==> config.mk <==
export PLATFORM = sky130hd
export DESIGN_NAME = ps2_keycode_decoder
export DESIGN_NICKNAME = d
export VERILOG_FILES = /design/src/rtl/ps2_pkg.sv /design/src/rtl/ps2_line_filter.sv /design/src/rtl/ps2_keycode_decoder.sv
export SDC_FILE = /design/constraint.sdc
export NUM_CORES = 1
export LEC_CHECK = 0
export BUFFER_PORTS_ARGS = -buffer_cell sky130_fd_sc_hd__buf_2
export CAP_MARGIN = 20
export CORE_MARGIN = 3
export CORE_UTILIZATION = 35
export DETAILED_ROUTE_END_ITERATION = 7
export SLEW_MARGIN = 5
export SYNTH_ARGS = -nofsm -noshare
export SYNTH_HDL_FRONTEND = slang
export SYNTH_SLANG_ARGS = --single-unit
==> constraint.sdc <==
create_clock -name Clk -period 1.8 [get_ports Clk]
set_input_delay 0.36 -clock Clk [delete_from_list [all_inputs] [get_ports Clk]]
set_output_delay 0.36 -clock Clk [all_outputs]
set_load 0.05 [all_outputs]
==> src/rtl/ps2_pkg.sv <==
// Shared types and constants for the PS/2 scan-code set 2 receiver.
// Frame states, prefix bytes and the movement keys the game listens for.
package ps2_pkg;

    typedef enum logic [1:0] {
        F_IDLE,
        F_DATA,
        F_PARITY,
        F_STOP
    } ps2_frame_state_t;

    localparam logic [7:0] PS2_BREAK = 8'hF0;
    localparam logic [7:0] PS2_EXT   = 8'hE0;

    localparam logic [7:0] KEY_W = 8'h1D;
    localparam logic [7:0] KEY_A = 8'h1C;
    localparam logic [7:0] KEY_S = 8'h1B;
    localparam logic [7:0] KEY_D = 8'h23;
    localparam logic [7:0] KEY_O = 8'h44;

    // PS/2 frames carry odd parity over data plus parity bit
    function automatic logic odd_ok(
        input logic [7:0] b,
        input logic       p
    );
        return ^{b, p};
    endfunction

endpackage

==> src/rtl/ps2_line_filter.sv <==
// Synchronizes the raw PS/2 lines and debounces the clock line.
// Emits a one-cycle fall pulse on each accepted 1->0 clock edge.
module ps2_line_filter #(
    parameter int FILTER_LEN = 4
) (
    input  logic Clk,
    input  logic Reset_n,
    input  logic ps2_clk,
    input  logic ps2_data,
    output logic fall,
    output logic data_s
);

    localparam int CW = (FILTER_LEN > 1) ? $clog2(FILTER_LEN) : 1;
    localparam logic [CW-1:0] CNT_MAX = CW'(FILTER_LEN - 1);

    logic [1:0]    clk_sync;
    logic [1:0]    dat_sync;
    logic          clk_f;
    logic [CW-1:0] cnt;

    assign data_s = dat_sync[1];

    // cnt tracks how long the synced level has disagreed with clk_f
    always_ff @(posedge Clk or negedge Reset_n) begin
        if (!Reset_n) begin
            clk_sync <= 2'b11;
            dat_sync <= 2'b11;
            clk_f    <= 1'b1;
            cnt      <= '0;
            fall     <= 1'b0;
        end else begin
            clk_sync <= {clk_sync[0], ps2_clk};
            dat_sync <= {dat_sync[0], ps2_data};
            fall     <= 1'b0;
            if (clk_sync[1] == clk_f) begin
                cnt <= '0;
            end else if (cnt == CNT_MAX) begin
                clk_f <= clk_sync[1];
                cnt   <= '0;
                fall  <= clk_f;
            end else begin
                cnt <= cnt + 1'b1;
            end
        end
    end

endmodule

==> src/rtl/ps2_keycode_decoder.sv <==
// PS/2 keyboard receiver: frame FSM with stall timeout, then a byte
// layer folding E0/F0 prefixes into keycode/press/extended.
module ps2_keycode_decoder #(
    parameter int FILTER_LEN     = 4,
    parameter int TIMEOUT_CYCLES = 50000
) (
    input  logic       Clk,
    input  logic       Reset_n,
    input  logic       ps2_clk,
    input  logic       ps2_data,
    output logic [7:0] keycode,
    output logic       press,
    output logic       extended,
    output logic       code_valid,
    output logic       frame_err
);

    import ps2_pkg::*;

    localparam int TW = $clog2(TIMEOUT_CYCLES);
    localparam logic [TW-1:0] TMO_MAX = TW'(TIMEOUT_CYCLES - 1);

    logic             fall;
    logic             data_s;
    ps2_frame_state_t state;
    logic [2:0]       bit_cnt;
    logic [7:0]       shreg;
    logic             par_bit;
    logic [TW-1:0]    tmo_cnt;
    logic             byte_rdy;
    logic [7:0]       rx_byte;
    logic             ext_pend;
    logic             brk_pend;

    ps2_line_filter #(
        .FILTER_LEN(FILTER_LEN)
    ) u_filter (
        .Clk     (Clk),
        .Reset_n (Reset_n),
        .ps2_clk (ps2_clk),
        .ps2_data(ps2_data),
        .fall    (fall),
        .data_s  (data_s)
    );

    always_ff @(posedge Clk or negedge Reset_n) begin
        if (!Reset_n) begin
            state     <= F_IDLE;
            bit_cnt   <= '0;
            shreg     <= '0;
            par_bit   <= 1'b0;
            tmo_cnt   <= '0;
            byte_rdy  <= 1'b0;
            rx_byte   <= '0;
            frame_err <= 1'b0;
        end else begin
            byte_rdy  <= 1'b0;
            frame_err <= 1'b0;
            if (state == F_IDLE || fall) begin
                tmo_cnt <= '0;
            end else begin
                tmo_cnt <= tmo_cnt + 1'b1;
            end
            // A stalled device must not wedge the receiver mid-frame
            if (state != F_IDLE && !fall && tmo_cnt == TMO_MAX) begin
                state     <= F_IDLE;
                frame_err <= 1'b1;
            end else if (fall) begin
                unique case (state)
                    F_IDLE: begin
                        if (!data_s) begin
                            state   <= F_DATA;
                            bit_cnt <= '0;
                        end
                    end
                    F_DATA: begin
                        shreg   <= {data_s, shreg[7:1]};
                        bit_cnt <= bit_cnt + 3'd1;
                        if (bit_cnt == 3'd7) begin
                            state <= F_PARITY;
                        end
                    end
                    F_PARITY: begin
                        par_bit <= data_s;
                        state   <= F_STOP;
                    end
                    F_STOP: begin
                        if (data_s && odd_ok(shreg, par_bit)) begin
                            byte_rdy <= 1'b1;
                            rx_byte  <= shreg;
                        end else begin
                            frame_err <= 1'b1;
                        end
                        state <= F_IDLE;
                    end
                    default: state <= F_IDLE;
                endcase
            end
        end
    end

    // A bad or aborted frame drops any prefix it may have belonged to
    always_ff @(posedge Clk or negedge Reset_n) begin
        if (!Reset_n) begin
            keycode    <= '0;
            press      <= 1'b0;
            extended   <= 1'b0;
            code_valid <= 1'b0;
            ext_pend   <= 1'b0;
            brk_pend   <= 1'b0;
        end else begin
            code_valid <= 1'b0;
            if (frame_err) begin
                ext_pend <= 1'b0;
                brk_pend <= 1'b0;
            end else if (byte_rdy) begin
                unique case (1'b1)
                    (rx_byte == PS2_EXT):   ext_pend <= 1'b1;
                    (rx_byte == PS2_BREAK): brk_pend <= 1'b1;
                    default: begin
                        keycode    <= rx_byte;
                        press      <= ~brk_pend;
                        extended   <= ext_pend;
                        code_valid <= 1'b1;
                        ext_pend   <= 1'b0;
                        brk_pend   <= 1'b0;
                    end
                endcase
            end
        end
    end

endmodule
# Word level (Yosys, flattened, before mapping)
# Cells that the tools add are included.
[classes]
n_eq_ne = 14
n_addsub = 3
n_bitwise = 5
reduce_logical = 21
n_mux = 29
[op_table]
columns = ["operator", "count"]
rows = [
  ["$mux W1", 17],
  ["$add A16 B1 Y16 const B", 1],
  ["$eq A16 B16 Y1 const B", 1],
  ["$eq A8 B8 Y1 const B", 2],
  ["$mux W16", 1],
  ["$mux W2", 6],
  ["$reduce_and A3 Y1", 4],
  ["$reduce_xor A9 Y1", 1],
  ["$pmux W2 S4", 1],
  ["$reduce_and A4 Y1", 2],
  ["$reduce_bool A2 Y1", 4],
  ["$eq A2 B2 Y1 const B", 3],
  ["$ne A2 B2 Y1 const B", 3],
  ["$ne A3 B3 Y1 const B", 2],
  ["$pmux W3 S2", 1],
  ["$reduce_and A2 Y1", 3],
  ["$not A1 Y1", 5],
  ["$pmux W1 S2", 2],
  ["$add A3 B1 Y3 const B", 1],
  ["$eq A3 B3 Y1 const B", 1],
  ["$logic_and A1 B1 Y1", 3],
  ["$mux W3", 1],
  ["$add A2 B1 Y2 const B", 1],
  ["$eq A2 B1 Y1 const B", 1],
  ["other kinds (5)", 5],
]
[totals]
reg_bits = 61
input_bits = 4
wordCells = 91

# Longest topological paths before layout
# Gate-level depths: netlist of the first run.
[logic_depth]
ltp_word = 6
ltp_mapped = 7
ltp_nobuf = 6

# Hierarchy
# Synthesis of the first run repeated with hierarchy kept, for this count alone.
[unflattened]
cells_unflattened = 207
area_unflattened_um2 = 2642.5
[by_module_without_submodules]
columns = ["module", "area_per_inst_um2", "cells_each", "instances", "seq_area_each_um2"]
rows = [
  ["ps2_keycode_decoder", 2377.3, 193, 1, 1326.3],
  ["ps2_line_filter", 265.3, 14, 1, 206.4],
]

# Worst setup path before layout of the first run
# No wires, ideal clock.
[synth_timing]
path_type = "register to register"
startpoint = "reg state[0]"
endpoint = "reg state[0]"
setup_ns = 0.133
setup_slack_ns = -0.169
arrival_time_ns = 1.836
stages_incl_launch_ff = 8
required_ns = 1.667
path_buffers = 1
synth_period_minus_slack_ns = 1.969
cell_sequence = "dfrtp_1 > inv_1 > ha_1 > or2_2 > clkbuf_1 > nor4_1 > and4b_1 > o211ai_1"
[synth_via]
elab_chain_cells = 5
word_cells_on_any_way = 14
cone_classes = "5 x eq/ne; 3 x mux; 6 x reduce/logical"
[synth_rtl]
columns = ["item", "line_no", "text"]
rows = [
  ["start: declaration", "ps2_keycode_decoder.sv:25", "ps2_frame_state_t state;"],
  ["start signal: assignment", "ps2_keycode_decoder.sv:48", "state <= F_IDLE;"],
  ["start signal: assignment", "ps2_keycode_decoder.sv:66", "state <= F_IDLE;"],
  ["start signal: assignment", "ps2_keycode_decoder.sv:72", "state <= F_DATA;"],
  ["parallel branches: the longest is 5 deep, another holds $pmux W2 S4", "n/a", ""],
]
# Several ways; the timed one is not identified. The select of a mux whose other input is x is not followed.
# A chain may end at the register's enable or synchronous reset.

# Final worst setup path of the first run
[layout_timing]
startpoint = "reg shreg[3]"
endpoint = "reg rx_byte[1]"
[layout_via]
elab_chain_cells = 3
[layout_rtl]
columns = ["item", "line_no", "text"]
rows = [
  ["start: declaration", "ps2_keycode_decoder.sv:27", "logic [7:0] shreg;"],
  ["start signal: assignment", "ps2_keycode_decoder.sv:77", "shreg <= {data_s, shreg[7:1]};"],
  ["$reduce_xor A9 Y1", "ps2_pkg.sv:26", "return ^{b, p};"],
  ["$logic_and A1 B1 Y1", "ps2_keycode_decoder.sv:88", "if (data_s && odd_ok(shreg, par_bit)) begin"],
  ["$reduce_and A4 Y1 (no source line)", "n/a", ""],
  ["end signal: assignment", "ps2_keycode_decoder.sv:90", "rx_byte <= shreg;"],
  ["end: declaration", "ps2_keycode_decoder.sv:31", "logic [7:0] rx_byte;"],
]
# Every way passes these cells.

==> results of run 1 <==
[cell type report]
cell class              count  area [µm²]  share of cell area
clock buffers              10         138              0.0422
clock inverters             6        62.6              0.0192
repair buffers             33         235              0.0721
multi-input cells         141        1140               0.348
well taps                  99         124              0.0380
inverters                   9        33.8              0.0104
flip-flops and latches     61        1530               0.470
[routing by layer]
metal | global-route usage | vias up | routed length (µm) | share of wire
li1 | - | 832 | - | -
met4 | 0.0614 | 0 | 103 | 0.023
met5 | 0 | - | 0 | 0
met2 | 0.174 | 27 | 2080 | 0.46
met1 | 0.144 | 842 | 2150 | 0.48
met3 | 0.0442 | 10 | 183 | 0.040
[logic make-up (layout without fill, tap and decap cells)]
group | count (synthesis) | in the layout | synth area share
AO/OA/AOI/OAI | 20 | 20 | 0.0489
buffers and inverters | 12 | 58 | 0.0168
adder cells (fa/ha/maj) | 9 | 9 | 0.0419
flip-flops | 61 | 61 | 0.571
AND/OR/NAND/NOR | 64 | 64 | 0.122
XOR/XNOR | 19 | 19 | 0.0736
multiplexers | 29 | 29 | 0.126
[what timing repair did]
action | 4_1_cts | 5_1_grt
pin swaps | 0 | 1
hold buffers | 0 | 0
resized for setup | 0 | 4
cloned | 0 | 0
setup endpoints to repair | 8 | 20
buffers inserted | 0 | 1
[through the flow]
step	setup slack (ps)	util	hold slack [ps]
2_1_floorplan	3.37	-	64.4
3_3_place_gp	11.1	0.414	346
3_5_place_dp	-15.3	0.414	347
4_1_cts	-27.5	0.441	5.72
5_1_grt	-66.2	0.445	26.7
6_report	-18.2	0.445	8.21
[synthesized netlist by cell type]
cell,instances,area [µm²]
dfrtp_1,56,1400
a22o_1,2,17.5
or3_1,2,12.5
nand3_1,7,35.0
xnor3_2,1,23.8
ha_1,9,113
nand2b_1,3,18.8
xor2_1,2,17.5
o41ai_1,1,8.76
clkbuf_1,3,11.3
xnor2_1,15,131
o211ai_1,3,22.5
a21boi_0,1,7.51
and4b_1,1,10.0
a21oi_1,5,25.0
nand4_1,3,18.8
mux2_2,28,315
dfstp_2,5,131
nand4b_1,1,8.76
xor3_2,1,25.0
nor2b_1,1,6.26
and3b_1,1,8.76
or2_2,1,6.26
nor4_1,5,31.3
nor3_1,6,30.0
a22oi_1,1,7.51
and2b_2,1,8.76
o21ai_0,3,15.0
nor2_1,21,78.8
nand2_1,9,33.8
inv_1,9,33.8
nor4bb_1,2,20.0
mux2i_4,1,22.5
a31oi_1,2,12.5
o31ai_1,2,15.0
[worst min-delay path by stage]
stage                                 to  slack (ps)  cells past startpoint
floorplan                     bit_cnt[0]          60                      0
global placement    u_filter.dat_sync[1]         350                      0
detailed placement  u_filter.dat_sync[1]         350                      0
CTS                             extended           6                      2
global route                       press          30                      2
finish                          ext_pend           8                      2
[power breakdown]
group / switching, mW / total (mW) / internal [mW] / leakage [nW]
clock: 0.539 / 1.21 / 0.673 / 0.106
combinational: 0.273 / 0.552 / 0.279 / 0.659
sequential: 0.101 / 1.62 / 1.51 / 0.819
[registers in the layout, indices dropped and copies added (netlist names)]
signal	count
tmo_cnt	16
keycode	8
rx_byte	8
shreg	8
bit_cnt	3
state	2
u_filter.clk_sync	2
u_filter.cnt	2
u_filter.dat_sync	2
brk_pend	1
byte_rdy	1
code_valid	1
ext_pend	1
extended	1
frame_err	1
par_bit	1
press	1
u_filter.clk_f	1
u_filter.fall	1
==> reports/qor.csv, run 1 <==
metric,value,unit
"reg-to-reg slack, setup",-20,ps
final worst setup slack,-18.2,ps
grt total ovfl,0,
Tcrit/Tclk final,1.01,
final hold viol count,0,
clock slew at reported path FFs,70,ps
core region area,7330,µm²
Initial Util,0.366,
cell area after synthesis,2690,µm²
Hold Path Class,in -> async,
die area,8760,µm²
drt first pass iters,4,
gpl congestion,0.748,
total power,3.38,mW
violated checks,negative setup slack,
max_slew headroom,0.681,
via count,1711,
"Cell Area, Placed",3030,µm²
number of DRC markers in iteration 0,60,
Die W,93.6,µm
n_diodes,0,
fin. max-slew vios,0,
row count,31,
Startpoint Class,flip-flop,
"flops & latches, synth",61,
YS warnings,0,
fin area,3260,µm²
most frequent cells in the layout,"dfrtp_1, mux2_2, nor2_1",
Leakage,1.58,nW
syn nets,227,
Post-Layout Cell Count,359,
largest net degree at the start of global routing,62,
Worst VDD drop,0.433,mV
Worst Path Required,2030,ps
worst-margin pin slew,477,ps
critical path's slowest cell,xnor3_2,
share of layout cells above drive strength 1,0.346,
drt total wl,4.52,mm
# IOs,16,
nets@finish,268,
DR vias/cell,4.77,
first-pass GRT wire length,7.82,mm
Layout Skew,6.62,ps
initial antenna violation count,0,
detailed placer's ending HPWL,3.04,mm
remaining antenna violation count,0,
crit path buf inv count,1,
critical path arrival,2050,ps
wire per inst,12.6,µm
H-tree levels,3,
post-synthesis sequential area ratio,0.571,
Max-cap violations,0,
PortBufs,15,
CTS Buf Count,9,
vias in the first global route,1712,
Max clock buf depth,2,
Max Clk Rate,550,MHz
CTS Sinks,61,
GRT Total Usage,0.116,
Power Dens Cells,1040,nW/µm²
Die Ht,93.6,µm
dpl cells,342,
CTS tree,built,
Fin Setup TNS,-99.2,ps
status,"finished, violations left",
Setup crit end,rx_byte[1],
clock latency on the worst-skew pair,340,ps
CP Class,reg -> reg,
top cell family by delay on the critical path,XOR/XNOR gates,
Fillers,667,
cell chain of the critical path,xnor2_1 -> xnor3_2 -> mux2i_4 -> buf_12 -> mux2_2,
FF-to-FF path depth,5,
Critical Path Sink Type,flip-flop,
DRC,0,
Final Critical Period,1820,ps
RR Endpoint,rx_byte[1],
CTS root buffer,clkbuf_8,
"most common cell after layout, fill and taps aside",dfrtp_1,
worst setup path startpoint,shreg[3],
number of cells on the critical path,5,
Area Growth Syn to Fin,21.5,%
Post-Syn Instances,214,
Unique masters post-synth,35,
average cell area after synthesis,12.5,µm²
RSZ-0062 raised after global routing,true,
Critical Path Fanout Max,9,
final setup fails,7,
Worst path max stage delay,480,ps
Critical R2R Launch,shreg[3],
Power figures use the tool's default switching activity.
==> run 2, diff against run 1 <==
--- a/config.mk
+++ b/config.mk
@@ -6,10 +6,10 @@
 export NUM_CORES = 1
 export LEC_CHECK = 0
 export BUFFER_PORTS_ARGS = -buffer_cell sky130_fd_sc_hd__buf_2
-export CAP_MARGIN = 20
 export CORE_MARGIN = 3
 export CORE_UTILIZATION = 35
 export DETAILED_ROUTE_END_ITERATION = 7
+export PLACE_DENSITY = 0.54
 export SLEW_MARGIN = 5
 export SYNTH_ARGS = -nofsm -noshare
 export SYNTH_HDL_FRONTEND = slang
==> run 2 against run 1 <==
Compared with the run above:
- the run still ends with negative setup slack left
- cell count up 1.4%
- clock skew hardly changed
- critical path depth unchanged
- highest routed layer unchanged
==> reports/qor.csv, run 2 (same netlist as run 1, synthesis figures left out) <==
metric,value,unit,change
via count,1701,,-0.58%
Die W,93.6,µm,unchanged
violated checks,negative setup slack,,
CTS root buffer,clkbuf_8,,
Layout Skew,6.48,ps,-0.135 ps
CP Class,reg -> reg,,
Max clock buf depth,2,,unchanged
gpl congestion,0.802,,+7.3%
most frequent cells in the layout,"dfrtp_1, mux2_2, nor2_1, buf_4",,
initial antenna violation count,0,,unchanged
RSZ-0062 raised after global routing,true,,
CTS tree,built,,
remaining antenna violation count,0,,unchanged
Area Growth Syn to Fin,23.1,%,
worst-margin pin slew,485,ps,+7.25 ps
Power Dens Cells,1070,nW/µm²,+2.8%
GRT Total Usage,0.121,,+0.00492
Worst Path Required,2020,ps,about the same
Startpoint Class,flip-flop,,
number of DRC markers in iteration 0,40,,-33%
Max Clk Rate,548,MHz,-0.41%
core region area,7330,µm²,unchanged
clock slew at reported path FFs,70,ps,about the same
Worst VDD drop,0.397,mV,-8.3%
max reg flops,16,,unchanged
clock latency on the worst-skew pair,330,ps,about the same
wire per inst,12.5,µm,-0.72%
largest net degree at the start of global routing,28,,-55%
die area,8760,µm²,unchanged
share of layout cells above drive strength 1,0.351,,+0.00479
status,"finished, violations left",,
vias in the first global route,1725,,+0.76%
Hold Path Class,in -> reg,,
Final Critical Period,1830,ps,+7.45 ps
grt total ovfl,0,,unchanged
final setup fails,8,,+1
"most common cell after layout, fill and taps aside",dfrtp_1,,
Initial Util,0.366,,unchanged
H-tree levels,3,,unchanged
first-pass GRT wire length,8.25,mm,+5.5%
max_slew headroom,0.673,,-0.00872
detailed placer's ending HPWL,3.32,mm,+9.0%
CTS Sinks,61,,unchanged
critical path arrival,2040,ps,about the same
nets@finish,273,,+1.9%
final worst setup slack,-25.6,ps,-7.45 ps
row count,31,,unchanged
Tcrit/Tclk final,1.01,,+0.00414
CTS Buf Count,9,,unchanged
fin. max-slew vios,0,,unchanged
drt first pass iters,3,,-1
Critical Path Sink Type,flip-flop,,
Max-cap violations,0,,unchanged
DRC,0,,unchanged
hold slack final,120,ps,+112 ps
Die Ht,93.6,µm,unchanged
DR vias/cell,4.67,,-2.0%
Fillers,688,,+3.1%
Leakage,1.60,nW,+1.1%
pre-CTS setup slack,-34.6,ps,-19.3 ps
n_diodes,0,,unchanged
Critical Path Fanout Max,9,,unchanged
final hold viol count,0,,unchanged
register name with the most flops,tmo_cnt,,
PortBufs,15,,unchanged
drt total wl,4.55,mm,+0.66%
# IOs,16,,unchanged
==> run 2: final cells by class <==
type	count	area, µm²	share of cell area
Tap cell	99	124	0.0375
Clock inverter	6	86.3	0.0261
Multi-Input combinational cell	141	1120	0.338
Sequential cell	61	1530	0.464
Timing Repair Buffer	38	275	0.0833
Inverter	9	33.8	0.0102
Clock buffer	10	138	0.0416
==> run 2: metal layers <==
layer	part of all wire	wire [µm]	GRT usage	up-vias
met1	0.48	2210	0.160	823
li1	-	-	-	844
met5	0	0	0	-
met2	0.46	2090	0.183	24
met4	0.021	96	0.0614	0
met3	0.034	154	0.0290	10
==> run 2: final timing paths <==
path,from,to,slack [ps],cells past startpoint
max,shreg[3],rx_byte[3],-30,5
min,ps2_clk,u_filter.clk_sync[0],120,1
max reg2reg,shreg[3],rx_byte[3],-30,5
min reg2reg,u_filter.dat_sync[0],u_filter.dat_sync[1],350,0
max in group asynchronous,Reset_n,u_filter.dat_sync[0],690,3
min in group asynchronous,Reset_n,press,520,2
==> run 2: power by group <==
part	switching (mW)	total (mW)	internal, mW
Combinational	0.266	0.550	0.283
Sequential	0.103	1.62	1.51
Clock	0.541	1.36	0.814
==> run 2: critical path, stage by stage (launching register included) <==
cell	delay, ps
dfrtp_1	390
xnor2_1	160
xnor3_2	480
mux2i_4	210
buf_12	150
mux2_2	320
==> run 2: what timing repair did <==
item                                   in CTS  in global routing
pin swaps                                   0                  1
hold buffers                                1                  0
endpoints found under the hold margin      19                  0
setup endpoints to repair                   8                 17
setup buffers                               1                  0
gates resized for setup                     0                  1
==> run 2: through the flow <==
step | utilization | instance area, µm² | power, mW | TNS, ps | instances
6_report | 0.451 | 3310 | 3.52 | -177 | 364
5_1_grt | 0.451 | 3310 | 3.74 | -635 | 364
4_1_cts | 0.451 | 3300 | 3.59 | -327 | 364
3_5_place_dp | 0.418 | 3060 | 2.22 | -260 | 346
3_3_place_gp | 0.418 | 3060 | 2.19 | 0 | 346
2_1_floorplan | - | 2690 | 2.00 | 0 | 214
